### config.mk
export PLATFORM = sky130hd
export DESIGN_NAME = vga_timing_gen
export DESIGN_NICKNAME = d
export VERILOG_FILES = /design/src/rtl/vga_timing_gen.sv
export SDC_FILE = /design/constraint.sdc
export NUM_CORES = 1
export LEC_CHECK = 0
export ABC_AREA = 0
export CORE_UTILIZATION = 40
export CTS_CLUSTER_SIZE = 10
export DETAILED_ROUTE_END_ITERATION = 10
export PLACE_DENSITY = 0.65
export RECOVER_POWER = 100
export SYNTH_ARGS = -nofsm -noshare
export SYNTH_HDL_FRONTEND = slang
export SYNTH_SLANG_ARGS = --single-unit
### constraint.sdc
create_clock -name clk_12_5875 -period 5.7 [get_ports clk_12_5875]
set_input_delay 1.14 -clock clk_12_5875 [delete_from_list [all_inputs] [get_ports clk_12_5875]]
set_output_delay 1.14 -clock clk_12_5875 [all_outputs]
set_load 0.01 [all_outputs]
### src/rtl/vga_timing_gen.sv
// Video timing generator: free-running H/V raster counters with sync,
// blanking, scaled window coordinates, vblank pulse and frame counter.
module vga_timing_gen #(
    parameter int CLK_DIV   = 1,
    parameter int H_VISIBLE = 320,
    parameter int H_FRONT   = 8,
    parameter int H_SYNC    = 48,
    parameter int H_BACK    = 24,
    parameter int V_VISIBLE = 480,
    parameter int V_FRONT   = 10,
    parameter int V_SYNC    = 2,
    parameter int V_BACK    = 33,
    parameter int HSYNC_POL = 0,
    parameter int VSYNC_POL = 0,
    parameter int WIN_W     = 256,
    parameter int WIN_H     = 240,
    parameter int X_SHIFT   = 0,
    parameter int Y_SHIFT   = 1,
    parameter int WIN_X0    = 32,
    parameter int WIN_Y0    = 0
) (
    input  logic       clk_12_5875,
    input  logic       rst,
    output logic       hsync,
    output logic       vsync,
    output logic       visible,
    output logic       in_window,
    output logic [7:0] x,
    output logic [7:0] y,
    output logic       vblank_start,
    output logic       pix_step,
    output logic [7:0] frame_count
);
    localparam int H_TOTAL = H_VISIBLE + H_FRONT + H_SYNC + H_BACK;
    localparam int V_TOTAL = V_VISIBLE + V_FRONT + V_SYNC + V_BACK;
    localparam int HW = $clog2(H_TOTAL);
    localparam int VW = $clog2(V_TOTAL);
    localparam int DW = (CLK_DIV > 1) ? $clog2(CLK_DIV) : 1;
    localparam int HS0 = H_VISIBLE + H_FRONT;
    localparam int VS0 = V_VISIBLE + V_FRONT;
    localparam int WIN_XW = WIN_W << X_SHIFT;
    localparam int WIN_YH = WIN_H << Y_SHIFT;
    localparam logic HS_ACT = (HSYNC_POL != 0);
    localparam logic VS_ACT = (VSYNC_POL != 0);

    if (CLK_DIV < 1) begin : g_bad_div
        $error("vga_timing_gen: CLK_DIV must be >= 1");
    end
    if ((WIN_X0 + WIN_XW > H_VISIBLE) ||
        (WIN_Y0 + WIN_YH > V_VISIBLE)) begin : g_bad_window
        $error("vga_timing_gen: window exceeds visible area");
    end

    logic [DW-1:0] r_div;
    logic [HW-1:0] r_hcount;
    logic [VW-1:0] r_vcount;
    logic [7:0]    r_frame;
    logic          r_hsync;
    logic          r_vsync;
    logic          r_visible;
    logic          r_in_window;
    logic [7:0]    r_x;
    logic [7:0]    r_y;
    logic          r_vblank;
    logic          r_pix_step;

    logic [DW-1:0] w_div_n;
    logic [HW-1:0] w_h_n;
    logic [VW-1:0] w_v_n;
    logic          w_step;
    logic          w_hwrap;
    logic          w_vwrap;
    logic          w_vb;
    logic [31:0]   w_h32;
    logic [31:0]   w_v32;
    logic [31:0]   w_hx;
    logic [31:0]   w_vy;
    logic          w_win;

    always_comb begin
        w_step  = (32'(r_div) == CLK_DIV - 1);
        w_hwrap = w_step && (32'(r_hcount) == H_TOTAL - 1);
        w_vwrap = w_hwrap && (32'(r_vcount) == V_TOTAL - 1);
        w_div_n = w_step ? '0 : r_div + DW'(1);
        w_h_n   = r_hcount;
        w_v_n   = r_vcount;
        if (w_step) w_h_n = w_hwrap ? '0 : r_hcount + HW'(1);
        if (w_hwrap) w_v_n = w_vwrap ? '0 : r_vcount + VW'(1);
        w_vb = w_hwrap && (32'(r_vcount) == V_VISIBLE - 1);
        // Reset overrides any advance, wrap or vblank entry this edge
        if (rst) begin
            w_div_n = '0;
            w_h_n   = '0;
            w_v_n   = '0;
            w_vb    = 1'b0;
        end
    end

    // Decode of the next position; offsets wrap so one compare bounds both sides
    always_comb begin
        w_h32 = 32'(w_h_n);
        w_v32 = 32'(w_v_n);
        w_hx  = w_h32 - 32'(WIN_X0);
        w_vy  = w_v32 - 32'(WIN_Y0);
        w_win = (w_hx < 32'(WIN_XW)) && (w_vy < 32'(WIN_YH));
    end

    always_ff @(posedge clk_12_5875) begin
        if (rst) begin
            r_div    <= '0;
            r_hcount <= '0;
            r_vcount <= '0;
            r_frame  <= '0;
        end else begin
            r_div    <= w_div_n;
            r_hcount <= w_h_n;
            r_vcount <= w_v_n;
            if (w_vb) r_frame <= r_frame + 8'd1;
        end
    end

    always_ff @(posedge clk_12_5875) begin
        r_hsync     <= ((w_h32 - 32'(HS0)) < 32'(H_SYNC)) == HS_ACT;
        r_vsync     <= ((w_v32 - 32'(VS0)) < 32'(V_SYNC)) == VS_ACT;
        r_visible   <= (w_h32 < 32'(H_VISIBLE)) && (w_v32 < 32'(V_VISIBLE));
        r_in_window <= w_win;
        r_x         <= w_win ? 8'(w_hx >> X_SHIFT) : 8'd0;
        r_y         <= w_win ? 8'(w_vy >> Y_SHIFT) : 8'd0;
        r_vblank    <= w_vb;
        r_pix_step  <= (32'(w_div_n) == CLK_DIV - 1);
    end

    assign hsync        = r_hsync;
    assign vsync        = r_vsync;
    assign visible      = r_visible;
    assign in_window    = r_in_window;
    assign x            = r_x;
    assign y            = r_y;
    assign vblank_start = r_vblank;
    assign pix_step     = r_pix_step;
    assign frame_count  = r_frame;
endmodule

==> run_results.csv <==
group,metric,value,unit
outcome,status,"finished with violations",
outcome,violations,"capacitance limit, slew limit",
layout,num-fill-cells,515,
clocking,cts_resized,0,
global_route,grt_pass1_wl,7962,µm
floorplanning,pin_count,32,
logic_synthesis,synth_cells,250,
clocking,clock_latency,310,ps
timing,fin_crit_sh,0.8027,
layout,finalNetCount,289,
logic_synthesis,syn-mean-instance-area,8.979,µm²
logic_synthesis,ys.flop_type,"dfxtp_1",
layout,syn_to_final_growth,19.12,%
drt,postRouteAntennaNets,0,
layout,multiInputGateArea,1165,µm²
floorplanning,rows,26,
critical_path,cpPeakStageDelay,1600,ps
global_route,grt_use_met2,0.2563,
global_route,grt_busiest_layer,"met2",
clocking,cts.sinks,48,
global_route,grt_pass1_vias,1733,
layout,diodes,0,
placed_design,place.port_buffers,30,
timing,finalSetupTns,0,ps
drt,drc,0,
placed_design,dp_hpwl,3289,µm
floorplanning,die_h,76.91,µm
timing,worst_pin_slew,2064,ps
timing,fin_crit,4575,ps
timing,hold_violations,0,
logic_synthesis,ys_seq_area_frac,0.4281,
drt,drt_first_iter_violations,111,
clocking,cts_root_buffer,"clkbuf_8",
clocking,cts_tree,"built",
floorplanning,initial_core_util,0.4259,
critical_path,start_kind,"input port",
floorplanning,coreArea,5270,µm²
clocking,post-cts-setup-buffers,0,
layout,drive_above_1_share,0.05376,
global_route,grt_use_total,0.1688,
clocking,clkSlewWorstSetupHoldPaths,90,ps
logic_synthesis,synth_nets,261,
logic_synthesis,yosys_warnings,0,
global_route,grt_max_degree,31,
global_route,met1_usage,0.2256,
timing,drv_slew,18,
drt,dr_total_vias,1823,
power_and_ir_drop,vdd_drop_max,0.2150,mV
clocking,clockBufferDepth,2,
layout,utilization,0.5074,
global_route,antenna_found_initial,0,
critical_path,cp_cell_sequence,"dlygate4sd3_1 -> buf_4 -> nor2_1 -> mux2_1 -> inv_1 -> ha_1 -> a211oi_1 -> o31ai_1 -> nor4_1",
logic_synthesis,ys_types,49,
clocking,cts_buffers,5,
timing,clock.fmax,0.2186,GHz
timing,fin_skew,4.897,ps
drt,drt_first_pass_iters,4,
run,max-cap-violations,1,
clocking,postCtsHoldBufs,0,
global_route,use_met3,0.04405,
logic_synthesis,syn_area,2245,µm²
logic_synthesis,synth_edf_count,0,
critical_path,crit_fanout,30,
power_and_ir_drop,power.density,220.6,nW/µm²
timing,finalSetupViolations,0,
clocking,htreeDepth,2,
floorplanning,dieWidth,76.91,µm
drt,wl_per_cell,13.48,µm
floorplanning,die-area,5915,µm²
layout,layout.area.seq,960.9,µm²
placed_design,place.gp.congestion,0.8486,
timing,rsz0062_at_grt,"false",
drt,routed_wl,4706,µm
hold_path,hp-class,"register to register",
power_and_ir_drop,leakagePower,1.023,nW
global_route,gr-total-overflow,0,
critical_path,worst_ep_arrival_time,4670,ps
logic_synthesis,synthArstFlopShare,0,
critical_path,critPathSlowestCell,"o31ai_1",
placed_design,place_area,2604,µm²
drt,vias_per_cell,5.223,
critical_path,crit_type,"input port to register",
critical_path,critPathRequiredTime,5790,ps
critical_path,cp-end-kind,"register",
timing,maxSlewHeadroom,-0.3881,
logic_synthesis,postSynthRegisterBits,48,
layout,design_area,2674,µm²
cell usage after synthesis, drive strengths merged, types with 3 or more instances:
cell    number  share of area
dfxtp       48           0.43
nor4         7          0.020
nand3       10          0.022
xnor2       14          0.055
mux2         5          0.025
o21ai        8          0.018
or3          5          0.014
nand2       12          0.020
and3         3         0.0084
nor2b        6          0.017
inv         15          0.025
a21oi        6          0.013
nor3b        5          0.017
ha           9          0.050
nand4        7          0.020
xor2         7          0.027
clkbuf       6          0.010
nor2        26          0.045
buf          5          0.012
nor3        17          0.040
stage by stage:
| step | instances | hold slack [ps] | power [mW] | setup slack, ps |
|---|---|---|---|---|
| after global routing | 349 | 523.3 | 0.6122 | 928.3 |
| final | 349 | 509.3 | 0.5898 | 1125 |
| after CTS | 349 | 512.6 | 0.5983 | 1958 |
| after detailed placement | 341 | 499.4 | 0.3941 | 1626 |
| after global placement | 341 | 501.4 | 0.3942 | 1729 |
| after floorplan | 250 | 460.0 | 0.3769 | 2488 |
cells in the final DEF (no fill, tap or decap), types with 2 or more instances in the layout:
cell type	count
mux2_1	2
nor3_1	16
and3_1	3
clkbuf_8	5
ha_1	9
nand3_1	10
inv_1	15
a211o_1	2
nand4_1	7
nor4b_1	2
dlygate4sd3_1	30
o21ai_0	8
or3_1	5
mux2_2	3
mux2i_1	2
xnor2_1	14
buf_4	2
nor3b_1	5
nand2_1	12
a211oi_1	2
dfxtp_1	48
and4b_1	2
o31ai_1	2
nor4_1	7
a21oi_1	6
nor2b_1	6
nor2_1	25
xor2_1	7
final timing paths:
check,endpoint,cells past startpoint,from,slack (ps)
worst min register to register,r_hcount[0],1,r_hcount[0],510
worst max-delay path,y[6],9,rst,1120
worst min-delay path,r_hcount[0],1,r_hcount[0],510
worst max register to register,y[6],9,r_hcount[0],1810
report_power, final:
part	leakage (nW)	internal, mW	switching, mW	total, mW
registers	0.388	0.344	0.00421	0.348
logic	0.593	0.0150	0.0210	0.0361
clock network	0.0414	0.0874	0.118	0.206
logic make-up after synthesis:
| group | after synthesis | synth area share |
|---|---|---|
| mux | 7 | 0.03400 |
| flops | 48 | 0.4281 |
| buf+inv | 26 | 0.04682 |
| xor+xnor | 21 | 0.08194 |
| fa+ha+maj | 9 | 0.05017 |
| other cells | 1 | 0.001671 |
| compound gates | 28 | 0.08473 |
| simple gates | 110 | 0.2726 |
critical path, delay by kind of cell:
family / cells / cell delay (ps)
buffers and inverters: 3 / 940
muxes: 1 / 410
adders and majority gates: 1 / 200
AOI/OAI and AO/OA: 2 / 1660
and+or+nand+nor: 2 / 310
metal layers:
layer / up-vias / share of wire
met2: 52 / 0.42
met1: 827 / 0.51
met5: - / 0
li1: 933 / -
met4: 0 / 0.018
met3: 11 / 0.051
flip-flops by register name, summed over array words and instances, names as in the netlist:
name          flops
vblank_start      1
y                 8
hsync             1
r_hcount          9
r_vcount         10
in_window         1
x                 8
visible           1
frame_count       8
vsync             1
cell type report:
class                   count  share of cell area
clock buffers               6             0.02714
well taps                  70             0.03276
inverters                  15             0.02106
repair buffers             32              0.1179
clock inverters             2            0.006083
multi-input cells         176              0.4357
flip-flops and latches     48              0.3594
Power figures use the tool's default switching activity.
